===== config.mk =====
export PLATFORM = sky130hd
export DESIGN_NAME = sram_arbiter
export DESIGN_NICKNAME = d
export VERILOG_FILES = /design/src/rtl/sram_arbiter_pkg.sv /design/src/rtl/sram_arbiter_rr.sv /design/src/rtl/sram_arbiter.sv
export SDC_FILE = /design/constraint.sdc
export NUM_CORES = 1
export LEC_CHECK = 0
export BUFFER_PORTS_ARGS = -buffer_cell sky130_fd_sc_hd__buf_2
export CAP_MARGIN = 20
export CELL_PAD_IN_SITES_DETAIL_PLACEMENT = 1
export CELL_PAD_IN_SITES_GLOBAL_PLACEMENT = 2
export CORE_ASPECT_RATIO = 2
export CORE_MARGIN = 3
export CORE_UTILIZATION = 24
export DETAILED_ROUTE_END_ITERATION = 16
export PLACE_DENSITY = 0.82
export SLEW_MARGIN = 20
export SYNTH_ARGS = -nofsm -noshare
export SYNTH_HDL_FRONTEND = slang
export SYNTH_HIERARCHICAL = 1
export SYNTH_SLANG_ARGS = --single-unit

===== constraint.sdc =====
create_clock -name clk -period 4.4 [get_ports clk]
set_clock_uncertainty 0.1 [all_clocks]
set_input_delay 1.1 -clock clk [delete_from_list [all_inputs] [get_ports clk]]
set_output_delay 1.1 -clock clk [all_outputs]
set_load 0.02 [all_outputs]

===== src/rtl/sram_arbiter_pkg.sv =====
// Shared types and constants for the two-master SRAM arbiter.
package sram_arbiter_pkg;

  typedef enum logic [1:0] {
    ST_IDLE = 2'b00,
    ST_BUSY = 2'b01,
    ST_DONE = 2'b10
  } state_t;

  localparam logic M_IF  = 1'b0;
  localparam logic M_MEM = 1'b1;

  localparam int DEFAULT_TIMEOUT = 63;

  typedef struct packed {
    state_t state;
    logic   ptr;
    logic   ptr_next;
  } dbg_t;

endpackage


===== src/rtl/sram_arbiter_rr.sv =====
// Two-input round-robin picker: combinational grant, registered priority pointer.
module rr_arbiter2 (
  input  logic       clk,
  input  logic       rst,
  input  logic [1:0] req,
  input  logic       advance,
  input  logic       owner,
  output logic [1:0] gnt_oh,
  output logic       ptr,
  output logic       ptr_next
);

  always_comb begin
    gnt_oh = req;
    if (req == 2'b11) begin
      gnt_oh = ptr ? 2'b10 : 2'b01;
    end
  end

  // On completion the pointer favours whoever did not just own the bus.
  assign ptr_next = advance ? ~owner : ptr;

  always_ff @(posedge clk) begin
    if (rst) begin
      ptr <= 1'b0;
    end else begin
      ptr <= ptr_next;
    end
  end

endmodule


===== src/rtl/sram_arbiter.sv =====
// Shares one SRAM controller between the instruction (m0) and data (m1) masters,
// with round-robin priority and a sticky watchdog on unanswered requests.
module sram_arbiter
  import sram_arbiter_pkg::*;
#(
  parameter int ADDR_W  = 32,
  parameter int WDATA_W = 32,
  parameter int RDATA_W = 64,
  parameter int TIMEOUT = DEFAULT_TIMEOUT
) (
  input  logic               clk,
  input  logic               rst,
  input  logic               m0_rd_en,
  input  logic               m0_wr_en,
  input  logic               m0_miss,
  input  logic [ADDR_W-1:0]  m0_addr,
  input  logic [WDATA_W-1:0] m0_wdata,
  output logic [RDATA_W-1:0] m0_rdata,
  output logic               m0_ready,
  input  logic               m1_rd_en,
  input  logic               m1_wr_en,
  input  logic               m1_miss,
  input  logic [ADDR_W-1:0]  m1_addr,
  input  logic [WDATA_W-1:0] m1_wdata,
  output logic [RDATA_W-1:0] m1_rdata,
  output logic               m1_ready,
  output logic               mem_rd_en,
  output logic               mem_wr_en,
  output logic               mem_miss,
  output logic [ADDR_W-1:0]  mem_addr,
  output logic [WDATA_W-1:0] mem_wdata,
  input  logic [RDATA_W-1:0] mem_rdata,
  input  logic               mem_ready,
  output logic               grant,
  output logic               err,
  output dbg_t               dbg
);

  // Handshake: a master requests with rd_en|wr_en and must hold it stable until
  // its one-cycle mN_ready strobe; dropping it early abandons the transaction.
  // mem_ready is honoured only in BUSY, and mem_* enables are low outside BUSY.

  localparam int CW = $clog2(TIMEOUT + 1);
  localparam logic [CW-1:0] WD_LAST = CW'(TIMEOUT - 1);

  state_t        state, state_n;
  logic          grant_q, grant_n;
  logic [CW-1:0] wdog, wdog_n;
  logic          err_set, capture, advance, req_g;
  logic [1:0]    req, gnt_oh;
  logic          ptr, ptr_next;

  assign req = {m1_rd_en | m1_wr_en, m0_rd_en | m0_wr_en};

  rr_arbiter2 u_rr (
    .clk      (clk),
    .rst      (rst),
    .req      (req),
    .advance  (advance),
    .owner    (grant_q),
    .gnt_oh   (gnt_oh),
    .ptr      (ptr),
    .ptr_next (ptr_next)
  );

  always_comb begin
    state_n   = state;
    grant_n   = grant_q;
    wdog_n    = '0;
    err_set   = 1'b0;
    capture   = 1'b0;
    advance   = 1'b0;
    mem_rd_en = 1'b0;
    mem_wr_en = 1'b0;
    mem_miss  = 1'b0;
    mem_addr  = '0;
    mem_wdata = '0;
    req_g     = (grant_q == M_MEM) ? req[1] : req[0];
    case (state)
      ST_IDLE: begin
        if (|gnt_oh) begin
          state_n = ST_BUSY;
          grant_n = gnt_oh[1];
        end
      end
      ST_BUSY: begin
        if (grant_q == M_MEM) begin
          mem_rd_en = m1_rd_en;
          mem_wr_en = m1_wr_en;
          mem_miss  = m1_miss;
          mem_addr  = m1_addr;
          mem_wdata = m1_wdata;
        end else begin
          mem_rd_en = m0_rd_en;
          mem_wr_en = m0_wr_en;
          mem_miss  = m0_miss;
          mem_addr  = m0_addr;
          mem_wdata = m0_wdata;
        end
        wdog_n = wdog + CW'(1);
        if (!req_g) begin
          state_n = ST_IDLE;
        end else if (mem_ready) begin
          capture = 1'b1;
          state_n = ST_DONE;
        end else if (wdog == WD_LAST) begin
          err_set = 1'b1;
          state_n = ST_IDLE;
        end
      end
      ST_DONE: begin
        advance = 1'b1;
        state_n = ST_IDLE;
      end
      default: state_n = ST_IDLE;
    endcase
    if (state_n != ST_BUSY) begin
      wdog_n = '0;
    end
  end

  always_ff @(posedge clk) begin
    if (rst) begin
      state    <= ST_IDLE;
      grant_q  <= 1'b0;
      wdog     <= '0;
      err      <= 1'b0;
      m0_rdata <= '0;
      m1_rdata <= '0;
    end else begin
      state   <= state_n;
      grant_q <= grant_n;
      wdog    <= wdog_n;
      if (err_set) begin
        err <= 1'b1;
      end
      if (capture) begin
        if (grant_q == M_MEM) begin
          m1_rdata <= mem_rdata;
        end else begin
          m0_rdata <= mem_rdata;
        end
      end
    end
  end

  assign m0_ready = (state == ST_DONE) && (grant_q == M_IF);
  assign m1_ready = (state == ST_DONE) && (grant_q == M_MEM);
  assign grant    = (state != ST_IDLE) ? grant_q : 1'b0;
  assign dbg      = '{state: state, ptr: ptr, ptr_next: ptr_next};

endmodule


==> results.py <==
metrics = {
    "run_status": {
        "status": "completed",
    },
    "synth": {
        "syn_area_um2": 6500,
        "yosysTopAreaCell": "dfxtp_1",
        "async_flop_share": 0,
        "yosysMostFrequentCell": "dfxtp_1",
        "ys_ff_latch": 139,
        "ys_types": 39,
        "synth_ff_type": "dfxtp_1",
        "seq_area_frac_synth": 0.428,
        "synth.avg_cell_area_um2": 8.17,
        "ys_warn_count": 6,
        "synth_edf_count": 0,
        "synth_area_leaders": "dfxtp_1 (43%), mux2i_1 (10%), a21oi_1 (10%), nand3_1 (10%), o21ai_0 (6.0%)",
        "postSynthCellCount": 796,
        "netlist_top_cells_count": "dfxtp_1 (139), a21oi_1 (130), nand3_1 (130)",
        "synth_top_area_share": 0.428,
        "synth_fp_nets": 999,
    },
    "place": {
        "dpl.hpwl_um": 25200,
        "port_buffers": 403,
        "gp_congestion": 0.797,
    },
    "sta": {
        "fin_tns_setup_ns": 0,
        "min_period_ns": 3.50,
        "period_share": 0.796,
        "finalMaxSlewViolations": 0,
        "maxSlewHeadroom": 0.320,
        "setup_violations": 0,
        "rsz0062_at_grt": "no",
        "finalHoldViolations": 0,
        "hold_ws_ns": 0.373,
        "tightest_slew_ns": 1.02,
        "fmax_mhz": 285,
    },
    "detailed_routing": {
        "detail_route.wl_per_cell_um": 21.8,
        "wl_um": 32800,
        "ant_nets": 0,
        "drt-initial-drc-count": 393,
        "vias": 7326,
        "drt_pass1_iterations": 4,
        "vias_per_cell": 4.87,
        "drc": 0,
    },
    "floorplan": {
        "initial_core_util": 0.245,
        "num_rows": 84,
        "dieArea_um2": 29200,
        "die-height_um": 239,
        "pin_count": 404,
        "core-area_um2": 26500,
        "die_x_um": 122,
    },
    "worst_hold_path": {
        "hold_class": "reg -> reg",
    },
    "pwr": {
        "power.leakage_nw": 4.04,
        "vdd_drop_max_mv": 0.266,
        "power_density_nw_per_um2": 376,
    },
    "clocking": {
        "post-cts-setup-buffers": 0,
        "h-tree-depth": 4,
        "clkSlewWorstSetupHoldPaths_ns": 0.06,
        "cts_tree": "built",
        "cts_buffers": 17,
        "ctsHoldBuffers": 0,
        "cts-root-buf": "clkbuf_16",
        "ctsLongestPathBuffers": 2,
        "clk_latency_ns": 0.43,
        "post_cts_resized": 0,
        "clock_sinks": 139,
    },
    "grt": {
        "grt_use_total": 0.220,
        "grt_pass1_wl_um": 47300,
        "overflow": 0,
        "grt_max_degree": 129,
        "antenna_found_initial": 4,
        "grt_pass1_vias": 7691,
    },
    "worst_setup_path": {
        "worstPathArrival_ns": 2.30,
        "critPathLaunchType": "flop",
        "required_ns": 3.20,
        "path_max_fanout": 59,
        "crit_type": "reg -> out",
        "cp-end-kind": "output port",
    },
    "finish": {
        "nets": 1348,
        "area_growth_pct": 41.7,
        "fillers": 3391,
        "drive_above_1_share": 0.405,
        "final_core_util": 0.348,
    },
    "flow_run": {
        "max_cap_viol_count": 0,
    },
}
## flip-flops by register name, summed over array words and instances, names as in the netlist
register	cells
m0_rdata	64
grant_q	1
state	2
err	1
wdog	6
u_rr/ptr	1
m1_rdata	64
## area by class of cell
class / instances / area (um^2) / share of cell area
flip-flops and latches: 139 / 2790 / 0.302
diodes: 3 / 7.51 / 0.000815
multi-input cells: 564 / 3230 / 0.351
clock inverters: 9 / 62.6 / 0.00679
repair buffers: 420 / 2180 / 0.237
clock buffers: 23 / 499 / 0.0542
well taps: 344 / 430 / 0.0467
inverters: 3 / 11.3 / 0.00122
## power by group
part,internal (W),switching (W)
logic,0.000245,0.000514
registers,0.00130,0.0000374
clock network,0.000797,0.000578
## kinds of logic (layout without fill, tap and decap cells)
family,count (synthesis),after routing,synth area share
compound gates,273,273,0.219
simple gates,219,219,0.163
flops,139,139,0.428
buf+inv,93,455,0.0789
mux,67,67,0.103
xor+xnor,3,3,0.00404
fa+ha+maj,2,2,0.00385
other cells,0,3,0
## worst paths after layout
check / from / to / slack, ns / cells after the start
max reg2reg: grant_q$_SDFFE_PP0P_ / m1_rdata[37]$_SDFFE_PP0P_ / 1.98 / 4
min: m1_rdata[63]$_SDFFE_PP0P_ / m1_rdata[63]$_SDFFE_PP0P_ / 0.37 / 2
min reg2reg: m1_rdata[63]$_SDFFE_PP0P_ / m1_rdata[63]$_SDFFE_PP0P_ / 0.37 / 2
max: grant_q$_SDFFE_PP0P_ / mem_addr[14] / 0.90 / 4
## worst max-delay path, stage by stage (launching register included)
cell and delay (ns):
dfxtp_4 0.94, buf_4 0.43, mux2i_1 0.26, nor2_1 0.06, buf_2 0.16
## routing by layer
metal | GRT usage | routed length [um] | vias up
li1 | - | - | 3511
met5 | 0 | 0 | -
met2 | 0.391 | 16800 | 333
met1 | 0.245 | 12500 | 3442
met4 | 0.0918 | 993 | 0
met3 | 0.0568 | 2510 | 40
## per-stage QoR
stage	cells	power, W	area [um^2]	setup WS [ns]
after floorplan	796	0.00180	6500	1.76
after global placement	1470	0.00212	8640	1.24
after detailed placement	1470	0.00213	8640	1.25
after CTS	1502	0.00352	9210	0.851
after global routing	1505	0.00362	9210	0.768
final	1505	0.00347	9210	0.896
## layout by cell type, fill, tap and decap left out, drive strengths merged, types with 2 or more instances in the layout
master      n
clkinvlp    4
ha          2
nor2b       3
o22ai       2
nor3        5
o21ai     131
mux2i      67
clkbuf     23
clkinv      5
inv         3
a211oi      2
diode       3
or2         2
a21oi     130
nand3     130
xor2        2
dfxtp     139
nand2       2
buf       420
nor2       70
a21boi      2
Note: power is estimated with default switching activity, not from simulation.
